File: config.mk
export PLATFORM = sky130hd
export DESIGN_NAME = if_bus_if_flat
export DESIGN_NICKNAME = d
export VERILOG_FILES = /design/src/rtl/if_bus_if_if.sv /design/src/rtl/if_bus_if.sv /design/src/flat_wrapper.sv
export SDC_FILE = /design/constraint.sdc
export NUM_CORES = 1
export LEC_CHECK = 0
export BUFFER_PORTS_ARGS = -buffer_cell sky130_fd_sc_hd__buf_2
export CAP_MARGIN = 20
export CORE_ASPECT_RATIO = 0.9
export CORE_MARGIN = 3
export CORE_UTILIZATION = 51
export CTS_CLUSTER_DIAMETER = 120
export DETAILED_ROUTE_END_ITERATION = 10
export PLACE_DENSITY = 0.91
export SLEW_MARGIN = 20
export SYNTH_ARGS = -nofsm -noshare
export SYNTH_HDL_FRONTEND = slang
export SYNTH_SLANG_ARGS = --single-unit
File: constraint.sdc
create_clock -name clk -period 2.2 [get_ports clk]
set_input_delay 0.22 -clock clk [delete_from_list [all_inputs] [get_ports clk]]
set_output_delay 0.22 -clock clk [all_outputs]
set_load 0.02 [all_outputs]
File: src/rtl/if_bus_if_if.sv
// Purpose : shared instruction-bus signal bundle between the fetch interface and the bus arbiter/memory.
// Latency : none, wires only.
// Backpressure: request/grant for ownership, bus_rdy marks the data beat.
//
// Signals:
//   bus_req      master -> slave  bus request
//   bus_grnt     slave  -> master bus grant
//   bus_addr     master -> slave  word address
//   bus_as       master -> slave  address strobe, one-cycle pulse
//   bus_rw       master -> slave  1 = read
//   bus_rd_data  slave  -> master read data
//   bus_rdy      slave  -> master read data valid this cycle
interface if_bus_if_if #(
    parameter int ADDR_W = 30,
    parameter int DATA_W = 32
);
    logic              bus_req;
    logic              bus_grnt;
    logic [ADDR_W-1:0] bus_addr;
    logic              bus_as;
    logic              bus_rw;
    logic [DATA_W-1:0] bus_rd_data;
    logic              bus_rdy;

    modport master (
        output bus_req, bus_addr, bus_as, bus_rw,
        input  bus_grnt, bus_rd_data, bus_rdy
    );

    modport slave (
        input  bus_req, bus_addr, bus_as, bus_rw,
        output bus_grnt, bus_rd_data, bus_rdy
    );
endinterface

File: src/rtl/if_bus_if.sv
// Purpose : instruction-fetch bus master feeding the IF pipeline register (one read per fetch).
// Latency : best case 2 cycles from req_en to data (grant next cycle, rdy in first access cycle).
// Backpressure: busy stalls the pipeline until the word arrives; bus side waits on bus_grnt and bus_rdy.
//
// Ports:
//   clk, reset   clock and synchronous active-high reset
//   addr         word address to fetch (captured on leaving IDLE)
//   req_en       a fetch is wanted this cycle
//   stall/flush  pipeline control inputs
//   rd_data      instruction word to the IF register (combinational)
//   busy         stall request to pipeline control (combinational)
//   bus          master side of the instruction bus
module if_bus_if #(
    parameter int                ADDR_W   = 30,
    parameter int                DATA_W   = 32,
    parameter logic [DATA_W-1:0] NOP_INSN = '0
) (
    input  logic              clk,
    input  logic              reset,
    input  logic [ADDR_W-1:0] addr,
    input  logic              req_en,
    input  logic              stall,
    input  logic              flush,
    output logic [DATA_W-1:0] rd_data,
    output logic              busy,
    if_bus_if_if.master       bus
);

    typedef enum logic [1:0] {
        IDLE   = 2'd0,
        REQ    = 2'd1,
        ACCESS = 2'd2,
        STALL  = 2'd3
    } state_t;

    state_t            state;
    logic [ADDR_W-1:0] addr_q;
    logic [DATA_W-1:0] hold_q;
    logic              flush_pend;
    logic              bus_req_q;
    logic              bus_as_q;
    logic [ADDR_W-1:0] bus_addr_q;

    assign bus.bus_req  = bus_req_q;
    assign bus.bus_as   = bus_as_q;
    assign bus.bus_addr = bus_addr_q;
    assign bus.bus_rw   = 1'b1;

    always_ff @(posedge clk) begin
        if (reset) begin
            state      <= IDLE;
            addr_q     <= '0;
            hold_q     <= NOP_INSN;
            flush_pend <= 1'b0;
            bus_req_q  <= 1'b0;
            bus_as_q   <= 1'b0;
            bus_addr_q <= '0;
        end else begin
            case (state)
                IDLE: begin
                    if (req_en && !flush) begin
                        addr_q    <= addr;
                        bus_req_q <= 1'b1;
                        state     <= REQ;
                    end
                end
                REQ: begin
                    // Flush before the grant is taken: nothing reached the bus yet.
                    if (flush) begin
                        bus_req_q <= 1'b0;
                        state     <= IDLE;
                    end else if (bus.bus_grnt) begin
                        bus_addr_q <= addr_q;
                        bus_as_q   <= 1'b1;
                        state      <= ACCESS;
                    end
                end
                ACCESS: begin
                    bus_as_q <= 1'b0;
                    if (bus.bus_rdy) begin
                        bus_req_q  <= 1'b0;
                        flush_pend <= 1'b0;
                        // Park the word only when the pipeline will still want it.
                        if (stall && !flush && !flush_pend) begin
                            hold_q <= bus.bus_rd_data;
                            state  <= STALL;
                        end else begin
                            state <= IDLE;
                        end
                    end else if (flush) begin
                        // The bus cycle cannot be aborted; remember to discard its data.
                        flush_pend <= 1'b1;
                    end
                end
                STALL: begin
                    if (!stall || flush) begin
                        hold_q <= NOP_INSN;
                        state  <= IDLE;
                    end
                end
                default: state <= IDLE;
            endcase
        end
    end

    always_comb begin
        busy = 1'b0;
        case (state)
            IDLE:    busy = req_en && !flush;
            REQ:     busy = 1'b1;
            ACCESS:  busy = !bus.bus_rdy;
            default: busy = 1'b0;
        endcase
    end

    always_comb begin
        rd_data = NOP_INSN;
        if (state == ACCESS && bus.bus_rdy && !flush && !flush_pend) begin
            rd_data = bus.bus_rd_data;
        end else if (state == STALL) begin
            rd_data = hold_q;
        end
    end

endmodule
File: src/flat_wrapper.sv
// flat-port wrapper written by rule: the top's interface ports become plain ports
module if_bus_if_flat 
#(
    parameter int                ADDR_W   = 30,
    parameter int                DATA_W   = 32,
    parameter logic [DATA_W-1:0] NOP_INSN = '0
)
  (clk, reset, addr, req_en, stall, flush, rd_data, busy, bus_bus_req, bus_bus_addr, bus_bus_as, bus_bus_rw, bus_bus_grnt, bus_bus_rd_data, bus_bus_rdy);
  if_bus_if_if #(.ADDR_W(ADDR_W), .DATA_W(DATA_W)) bus_i ();
  input  logic clk;
  input  logic reset;
  input  logic [ADDR_W-1:0] addr;
  input  logic req_en;
  input  logic stall;
  input  logic flush;
  output logic [DATA_W-1:0] rd_data;
  output logic busy;
  output wire logic [$bits(bus_i.bus_req)-1:0] bus_bus_req;
  output wire logic [$bits(bus_i.bus_addr)-1:0] bus_bus_addr;
  output wire logic [$bits(bus_i.bus_as)-1:0] bus_bus_as;
  output wire logic [$bits(bus_i.bus_rw)-1:0] bus_bus_rw;
  input wire logic [$bits(bus_i.bus_grnt)-1:0] bus_bus_grnt;
  input wire logic [$bits(bus_i.bus_rd_data)-1:0] bus_bus_rd_data;
  input wire logic [$bits(bus_i.bus_rdy)-1:0] bus_bus_rdy;
  assign bus_bus_req = bus_i.bus_req;
  assign bus_bus_addr = bus_i.bus_addr;
  assign bus_bus_as = bus_i.bus_as;
  assign bus_bus_rw = bus_i.bus_rw;
  assign bus_i.bus_grnt = bus_bus_grnt;
  assign bus_i.bus_rd_data = bus_bus_rd_data;
  assign bus_i.bus_rdy = bus_bus_rdy;
  if_bus_if #(.ADDR_W(ADDR_W), .DATA_W(DATA_W), .NOP_INSN(NOP_INSN)) u_core (.clk(clk), .reset(reset), .addr(addr), .req_en(req_en), .stall(stall), .flush(flush), .rd_data(rd_data), .busy(busy), .bus(bus_i));
endmodule
==> run_results.csv <==
group,metric,value,unit
power,swShare,0.278,
drt,drt-pass1-iter-count,4,
drt,detail_route.wl_per_cell,13.5,um
timing,tns,0,ps
power,p_switching,934,uW
drt,drcViolationCount,0,
die,num_rows,30,
synthesis,ys_types,26,
die,floorplan.initialDensity,0.543,
global_route,antenna_found_initial,0,
timing,period_needed,2080,ps
power,cellPowerDensity,653,nW/um^2
placed_design,place_hpwl,7.35,mm
clocking,cts_sinks,97,
power,p_seq_frac,0.549,
layout,final_layout_size_suffix_gt1_frac,0.253,
status,status,"finished, final reports clean",
setup_path,setup.worst_path.end_class,"output pin",
die,die_h,92.3,um
global_route,grt-ovfl-total,0,
synthesis,synth_seq_cells,97,
power,pwr-share-clk,0.333,
clocking,clock_path_buffers,2,
synthesis,synth_fp_nets,645,
clocking,cts_tree,"done",
setup_path,cp.arrival,1860,ps
worst_hold_path,hold_path.class,"primary input to flip-flop",
setup_path,cp.required,1980,ps
power,power.internal,2.43,mW
synthesis,synth_area_leaders,"dfxtp_1, nand2_1, a21oi_1",
synthesis,synth_area,4220,um^2
timing,setup_violations,0,
timing,fmax,0.480,GHz
timing,slew_headroom,0.613,
layout,nets,753,
clocking,clk_pin_slew,100,ps
placed_design,io_buffers,133,
synthesis,avgSynthCellArea,7.40,um^2
synthesis,yosysTopAreaCell,"dfxtp_1",
placed_design,place_congestion,0.831,
timing,worstMarginPinSlew,580,ps
drt,vias,4171,
timing,grt_setup_unrepaired,"false",
drt,drt-initial-drc-count,272,
synthesis,synth_top_area_frac,0.461,
power,ir_drop,0.484,mV
clocking,htreeDepth,3,
clocking,clock_latency,350,ps
drt,antenna_left,0,
flow_run,drv_cap,0,
global_route,grt_max_degree,45,
power,comb_power_share,0.118,
setup_path,crit_path_top_delay_cell,"dfxtp_1",
power,p_leak,2.03,nW
synthesis,syn_inst,570,
setup_path,path_class,"flip-flop to output pin",
synthesis,yosys_warnings,0,
drt,wl,10.6,mm
die,core-area,7770,um^2
global_route,grt_use_total,0.223,
clocking,cts_buffers,9,
setup_path,cp_cell_sequence,"ha_4 > and4bb_4 > buf_12 > nand2_1 > o21ai_0 > buf_2",
layout,area_growth,22.1,%
drt,via_per_inst,5.35,
setup_path,path_max_fanout,40,
timing,period_share,0.946,
clocking,cts-root-buf,"clkbuf_8",
die,fp.dieW,102,um
setup_path,cp-start-kind,"flip-flop",
timing,hold_viol_final,0,
die,io_pins,135,
layout,antennaDiodeCount,0,
timing,fin_skew,5.92,ps
layout,finalNonFillerCells,779,
timing,slew_viol_final,0,
global_route,grt_first_pass_wirelength,17.3,mm
placed_design,dp.cells,762,
global_route,grt_pass1_vias,3883,
setup_path,cp_slowest_stage_delay,450,ps
synthesis,yosysSeqAreaShare,0.461,
die,dieArea,9400,um^2
repair_timing:
item | CTS | global route
endpoints found under the setup margin | 32 | 32
pin swaps | 1 | 0
hold buffers | 0 | 0
buffers inserted | 1 | 0
resized for setup | 6 | 6
layout make-up:
cell class,instances,area [um^2]
Fill cell,621,2620
Multi-Input combinational cell,417,2060
Sequential cell,97,1940
Timing Repair Buffer,147,803
Clock buffer,10,138
Tap cell,96,120
Clock inverter,6,56.3
Inverter,6,22.5
cell usage in the layout (no fill, tap or decap), drive strengths merged:
cell,synthesis,routed
a21oi,97,97
or4,3,3
clkbuf,44,10
a21o,1,1
a211oi,1,1
nand2,188,188
conb,1,1
o211ai,1,1
ha,6,6
nand3,32,32
or2,2,2
o21ai,33,33
dfxtp,97,97
nand2b,2,2
buf,6,147
or3,1,1
a31oi,2,2
nor3b,1,1
and4bb,1,1
clkinvlp,0,1
o31ai,4,4
inv,6,11
nand3b,33,33
nor2,5,5
nor2b,3,3
critical path: cells and delay by family, from the launching register on:
| family | cells | cell delay (ps) |
|---|---|---|
| flops | 1 | 450 |
| simple gates | 2 | 380 |
| compound gates | 1 | 80 |
| fa+ha+maj | 1 | 210 |
| buf+inv | 2 | 380 |
worst paths after layout:
kind | from | end | slack (ps) | cells after the start
hold / removal | addr[13] | u_core.addr_q[13] | 90 | 3
setup reg to reg | u_core.state[1] | u_core.hold_q[18] | 170 | 7
setup / recovery | u_core.state[1] | rd_data[7] | 120 | 6
hold reg to reg | u_core.addr_q[26] | u_core.bus.bus_addr[26] | 460 | 2
per-stage QoR:
stage	area [um^2]	setup WS (ps)	hold slack (ps)	power [mW]	utilization
6_report	5150	119	94.3	3.36	0.662
5_1_grt	5150	6.61	82.1	3.52	0.662
4_1_cts	5130	18.9	73.5	3.38	0.660
3_5_place_dp	4900	197	443	2.27	0.630
3_3_place_gp	4900	333	435	2.25	0.630
2_1_floorplan	4220	133	320	2.11	-
power groups by stage:
| stage | Sequential [mW] | Combinational (mW) | Clock (mW) |
|---|---|---|---|
| finish | 1.84 | 0.396 | 1.12 |
| global route | 1.85 | 0.444 | 1.22 |
| CTS | 1.84 | 0.393 | 1.15 |
| detailed placement | 1.88 | 0.389 | 0 |
| global placement | 1.88 | 0.376 | 0 |
| floorplan | 1.89 | 0.224 | 0 |
layer usage:
layer / GRT usage / part of all wire
met4: 0.0754 / 0.015
met3: 0.0411 / 0.055
met2: 0.391 / 0.52
met5: 0 / 0
met1: 0.273 / 0.41
registers in the layout, indices dropped and copies added (netlist names):
name,cells
u_core.flush_pend,1
u_core.hold_q,32
u_core.state,2
u_core.bus.bus_addr,30
u_core.bus.bus_req,1
u_core.bus.bus_as,1
u_core.addr_q,30
logic make-up (layout without fill, tap and decap cells):
group | count (synthesis) | in the layout | share of synthesized area
adder cells (fa/ha/maj) | 6 | 6 | 0.0178
AND/OR/NAND/NOR | 271 | 271 | 0.293
other | 1 | 1 | 0.000889
buffers and inverters | 56 | 169 | 0.0579
AO/OA/AOI/OAI | 139 | 139 | 0.170
flip-flops | 97 | 97 | 0.461
Yosys cell counts (all sizes together):
cell	number
o31ai	4
nand3	32
nor2b	3
conb	1
nor2	5
a21oi	97
or3	1
nor3b	1
o21ai	33
a211oi	1
ha	6
clkbuf	44
buf	6
or2	2
nand3b	33
a21o	1
and4bb	1
a31oi	2
dfxtp	97
nand2	188
inv	6
or4	3
nand2b	2
o211ai	1
Note: power is estimated with default switching activity, not from simulation.
